## src/rtl/if_capture_pkg.sv

```systemverilog
// rtl/if_capture_pkg.sv - shared state encoding and IF buffer geometry
package if_capture_pkg;

  typedef enum logic [1:0] {
    IDLE    = 2'd0,
    ARMED   = 2'd1,
    CAPTURE = 2'd2,
    DONE    = 2'd3
  } cap_state_t;

  localparam int IF_ADDR_WIDTH = 11;
  localparam int IF_DATA_WIDTH = 12;
  localparam int IF_FRAME_LEN  = 1500;

endpackage

```

## src/rtl/if_data_capture_rise_edge_det.sv

```systemverilog
// rtl/if_data_capture_rise_edge_det.sv - registered rising-edge detector for the trigger
module rise_edge_det (
  input  logic clk,
  input  logic rst,
  input  logic level,
  output logic rise
);

  logic level_q;

  always_ff @(posedge clk) begin
    if (rst) level_q <= 1'b0;
    else     level_q <= level;
  end

  assign rise = level & ~level_q;

endmodule

```

## src/rtl/if_data_capture.sv

```systemverilog
// rtl/if_data_capture.sv - armed, triggered single-frame writer into the IF sample RAM
module if_data_capture
  import if_capture_pkg::*;
#(
  parameter int ADDR_WIDTH = IF_ADDR_WIDTH,
  parameter int DATA_WIDTH = IF_DATA_WIDTH,
  parameter int FRAME_LEN  = IF_FRAME_LEN,
  parameter int CNT_WIDTH  = 16
) (
  input  logic                  clk,
  input  logic                  rst,
  input  logic                  arm,
  input  logic                  abort,
  input  logic                  trig,
  input  logic                  s_valid,
  input  logic [DATA_WIDTH-1:0] s_data,
  output logic                  ram_ena,
  output logic                  ram_wea,
  output logic [ADDR_WIDTH-1:0] ram_addra,
  output logic [DATA_WIDTH-1:0] ram_dina,
  output logic                  busy,
  output logic                  done,
  output logic [ADDR_WIDTH-1:0] sample_cnt,
  output logic [CNT_WIDTH-1:0]  frame_cnt,
  output logic                  trig_miss
);

  localparam logic [ADDR_WIDTH-1:0] LAST_ADDR = ADDR_WIDTH'(FRAME_LEN - 1);

  cap_state_t state;
  logic       trig_edge;
  logic       accept;
  logic       last;

  rise_edge_det u_trig_edge (
    .clk   (clk),
    .rst   (rst),
    .level (trig),
    .rise  (trig_edge)
  );

  // The trigger-edge cycle itself may carry the first sample of the frame.
  assign accept = s_valid && ((state == ARMED && trig_edge) || state == CAPTURE);
  assign last   = accept && (sample_cnt == LAST_ADDR);
  assign ram_wea = ram_ena;

  always_ff @(posedge clk) begin
    if (rst) begin
      state      <= IDLE;
      ram_ena    <= 1'b0;
      ram_addra  <= '0;
      ram_dina   <= '0;
      busy       <= 1'b0;
      done       <= 1'b0;
      sample_cnt <= '0;
      frame_cnt  <= '0;
      trig_miss  <= 1'b0;
    end else begin
      ram_ena   <= 1'b0;
      trig_miss <= trig_edge && (state == CAPTURE || state == DONE);
      if (abort) begin
        state      <= IDLE;
        sample_cnt <= '0;
        busy       <= 1'b0;
        done       <= 1'b0;
      end else begin
        if (accept) begin
          ram_ena    <= 1'b1;
          ram_addra  <= sample_cnt;
          ram_dina   <= s_data;
          sample_cnt <= sample_cnt + 1'b1;
        end
        unique case (state)
          IDLE: if (arm) begin
            state <= ARMED;
            busy  <= 1'b1;
          end
          ARMED: if (trig_edge) state <= CAPTURE;
          CAPTURE: ;
          DONE: if (arm) begin
            state      <= ARMED;
            sample_cnt <= '0;
            busy       <= 1'b1;
            done       <= 1'b0;
          end
        endcase
        // Overrides ARMED->CAPTURE so a one-sample frame still completes.
        if (last) begin
          state     <= DONE;
          busy      <= 1'b0;
          done      <= 1'b1;
          frame_cnt <= frame_cnt + 1'b1;
        end
      end
    end
  end

endmodule

```

## config.mk

```make
export PLATFORM = sky130hd
export DESIGN_NAME = if_data_capture
export DESIGN_NICKNAME = d
export VERILOG_FILES = /design/src/rtl/if_capture_pkg.sv /design/src/rtl/if_data_capture_rise_edge_det.sv /design/src/rtl/if_data_capture.sv
export SDC_FILE = /design/constraint.sdc
export NUM_CORES = 1
export LEC_CHECK = 0
export ABC_AREA = 1
export ABC_CLOCK_PERIOD_IN_PS = 1900
export CAP_MARGIN = 40
export CORE_ASPECT_RATIO = 1.4
export CORE_MARGIN = 3
export CORE_UTILIZATION = 45
export DETAILED_ROUTE_END_ITERATION = 10
export HOLD_SLACK_MARGIN = 0.15
export PLACE_DENSITY = 0.76
export SYNTH_ARGS = -nofsm -noshare
export SYNTH_HDL_FRONTEND = slang
export SYNTH_SLANG_ARGS = --single-unit
```

## constraint.sdc

```tcl
create_clock -name clk -period 1.9 [get_ports clk]
set_input_delay 0.38 -clock clk [delete_from_list [all_inputs] [get_ports clk]]
set_output_delay 0.38 -clock clk [all_outputs]
set_load 0.1 [all_outputs]
```

==> flow_results.org, run 1 <==
** Run status
- The flow ran to the end, and the final reports show no timing, DRC or antenna violations.

** Synthesis
- The synthesized design spends more area on one cell type than any other, namely dfxtp_1.
- Yosys printed 0 warnings.
- Part of the Yosys area used for sequential elements :: between 40 and 50%
- Total standard cell area after synthesis :: between 2000 and 3000 um2
- Post-synthesis cell count :: between 300 and 400
- Share of Yosys cell area claimed by the top area cell type :: 44.2%
- Counting every net in the synthesized netlist gives roughly 390.
- Yosys mapped the design onto 28 distinct sky130hd cell types.
- By area the synthesized netlist is led by dfxtp_1 (44%), nor2_1 (12%), nand2_1 (10%), o21ai_0 (6.4%), a21oi_1 (5.0%).
- #FFs+latches synth :: 57
- Avg Synthesized Cell Area :: 7.02 um2

** Timing
- Worst hold slack across all endpoints :: 418 ps
- Fmax :: ~600 MHz
- The count of final max-slew check failures was 0.
- Relative slew slack :: 51.7%
- The count of final hold-check violations is 0.
- At the pin with the least slew margin, the transition time is 723 ps.
- For the final database, setup skew stands at 5.94 ps.
- Setup violations remaining at the end of the flow were counted as 0.
- In the finished design, the share of the clock period the worst path needs comes to 87.4%.
- After layout, the minimum clock period comes to 1660 ps.
- Setup repair after global routing left no endpoint under its margin.

** Routing
- Antenna Violating Nets Remaining :: 0
- After detailed routing, the average wire length per cell comes to around 13 um.
- After detailed routing, the total wire length is roughly 6700 um.
- Using the TritonRoute via totals, the vias-per-cell ratio works out to between 4 and 5.
- In the routed design, unresolved DRC markers number 0.
- After the first detailed-routing iteration, the DRC count stood at 190.
- The first detailed-routing pass ran for 4 iterations.
- Vias post-DR :: 2591

** Run
- Max-capacitance violation count :: 0

** Finish
- Antenna Cells :: 0
- The area growth from synthesis to layout is 51.1%.
- The sequential cells in the finished layout cover a total of between 1000 and 1500 um2.
- Summing all multi-input logic gate instances after layout gives ~1300 um2.
- Most frequent standard cell in the layout excluding fill and tap cells :: nor2_1
- The post-route netlist has 25.1% of its cells at a drive strength greater than 1.
- Final core utilization :: 70.6%
- The final layout contains 472 nets.
- Leaving out fill and tap cells, the most frequent cells in the layout are nor2_1 (80), nand2_1 (71), dfxtp_1 (44).
- The layout has 450 filler cells.

** Clock network
- The H-tree was split into 3 levels.
- After clock tree synthesis, the clock-pin slew on the worst setup and hold paths is 70 ps.
- Hold repair after CTS inserted 0 buffers.
- Clock tree from TritonCTS :: built
- Clock latency of the later-clocked register in the worst-skew pair :: approximately 340 ps
- The clock net in this run drives a total of 57 sinks.
- CTS buffer count :: 9
- In this run the post-CTS setup repair buffer count came out at 0.
- The number of gates resized after CTS was 0.
- No sink is reached through more buffers than the 2 on the longest clock path.
- The tree is rooted in a clkbuf_8.

** Critical path
- The worst setup path is launched from a flip-flop.
- Among the stages of the critical path, the cell type that occurs most often is nor2_1.
- For the worst setup path, the data arrival time is 1890 ps.
- Data required, critical path :: approximately 2100 ps
- The largest individual stage delay along the critical path comes from the cell dfxtp_2.
- The kind of cell with the highest combined delay along the critical path is simple AND/OR/NAND/NOR gates.
- Class of the most critical setup path :: reg2reg
- CP cell instances :: ha_1 -> inv_1 -> nor2_1 -> nand3_2 -> nor2_1 -> nand2_2 -> nand2_1 -> a21oi_1
- The number of buffers and inverters on the critical path is 1.
- Critical path endpoint category :: flip-flop
- Worst Path Max Fanout :: 9
- Longest individual stage delay on the worst path :: between 400 and 500 ps

** Floorplanning
- Total die area :: about 6700 um2
- Die Height :: around 96 um
- In this run the count of I/O pins placed on the die edge is 73.
- For this configuration, the core starts out at a cell density of between 40 and 50%.
- The floorplan has 32 rows.
- Core region area :: about 5500 um2
- Die width :: roughly 70 um

** Global routing
- Maximum number of pins on one net before global-route repair :: 31
- Aggregate global routing overflow :: 0
- Global-route wire length before repair :: 11000 um
- Vias in the first global route :: ~2400
- Global routing used between 20% and 30% of the available tracks across all layers.
- Antenna violations before repair :: 0

** Power
- Pwr dens :: between 700 and 800 nW/um2
- After layout, the design draws a total of between 3000 and 4000 uW.
- Summed over all cells, the static leakage comes to 0.00164 uW.
- The worst-case IR drop observed on VDD is just over 800 uV.

** Placement
- Routability congestion estimate :: just under 0.9
- Summed over all nets, the half-perimeter wirelength after detailed placement is 4920 um.
- Buffers on Ports :: 72

** Hold path
- Type of the worst min-delay path :: reg2reg
[worst reg2reg max path, delay by kind of cell, from the launching register on]
family | cells | cell delay (ps)
AO/OA/AOI/OAI | 1 | 80
adder cells (fa/ha/maj) | 1 | 220
buffers and inverters | 1 | 80
flip-flops | 1 | 410
AND/OR/NAND/NOR | 5 | 760
[final cells by class]
cell class,instances,area share (%)
repair buffers,80,26.1
clock buffers,10,3.53
well taps,68,2.18
clock inverters,6,2.69
flip-flops and latches,57,29.7
inverters,38,3.66
multi-input cells,263,32.2
[logic make-up after synthesis]
kind of cell,after synthesis,synth area share [%]
compound gates,65,13.0
simple gates,187,31.0
buf+inv,48,7.36
xor+xnor,6,2.03
flops,57,44.2
fa+ha+maj,5,2.42
[synthesized netlist by cell type, drive strengths merged]
cell type  number
o21bai          1
o21ai          38
buf             7
nor2           85
and3            1
dfxtp          57
ha              5
a21oi          26
nand3          15
nand4           5
clkbuf          3
inv            38
nor3            4
xnor2           1
nor3b           1
nand2          76
xor2            5
[power by group]
| part | leakage (uW) | switching, uW | internal, uW |
|---|---|---|---|
| logic | 0.00104 | 260 | 108 |
| registers | 0.000467 | 17.8 | 1220 |
| clock network | 0.000126 | 494 | 899 |
[registers in the layout, summed over array words and instances (netlist names)]
| signal | count |
|---|---|
| busy | 1 |
| done | 1 |
| frame_cnt | 16 |
| ram_addra | 11 |
| ram_dina | 12 |
| ram_ena | 1 |
| sample_cnt | 11 |
| state | 2 |
| trig_miss | 1 |
| u_trig_edge.level_q | 1 |
[path summary, 6_finish.rpt]
| path | from | end | slack [ps] | depth (start not counted) |
|---|---|---|---|---|
| setup / recovery | sample_cnt[0]$_SDFF_PP0_ | frame_cnt[4]$_SDFFE_PP0P_ | 240 | 8 |
| hold / removal | u_trig_edge.level_q$_SDFF_PP0_ | trig_miss$_SDFF_PP0_ | 420 | 1 |
| setup reg to reg | sample_cnt[0]$_SDFF_PP0_ | frame_cnt[4]$_SDFFE_PP0P_ | 240 | 8 |
| hold reg to reg | u_trig_edge.level_q$_SDFF_PP0_ | trig_miss$_SDFF_PP0_ | 420 | 1 |
[layer usage]
layer | wire length, um | share of wire [%] | GRT usage, %
met5 | 0 | 0 | 0
met4 | 169 | 2.5 | 9.58
met3 | 331 | 5.0 | 5.70
met2 | 3430 | 51 | 37.2
met1 | 2740 | 41 | 23.2
[stage by stage]
| step | TNS [ps] | instance area [um2] | setup slack, ps | cells |
|---|---|---|---|---|
| after floorplan | 0 | 2600 | 1.46 | 368 |
| after global placement | -9.76 | 3650 | -6.25 | 506 |
| after detailed placement | -533 | 3650 | -36.5 | 506 |
| after CTS | 0 | 3900 | 151 | 522 |
| after global routing | 0 | 3900 | 76.3 | 522 |
| final | 0 | 3900 | 240 | 522 |
No activity file was read; power rests on OpenSTA's default activity.
==> inputs of run 2 (changes only) <==
--- a/config.mk
+++ b/config.mk
@@ -12,6 +12,7 @@
 export CORE_MARGIN = 3
 export CORE_UTILIZATION = 45
 export DETAILED_ROUTE_END_ITERATION = 10
+export GPL_TIMING_DRIVEN = 1
 export HOLD_SLACK_MARGIN = 0.15
 export PLACE_DENSITY = 0.76
 export SYNTH_ARGS = -nofsm -noshare
==> results of run 2 <==
The final DEF is identical to that of run 1; final timing and power are the same.
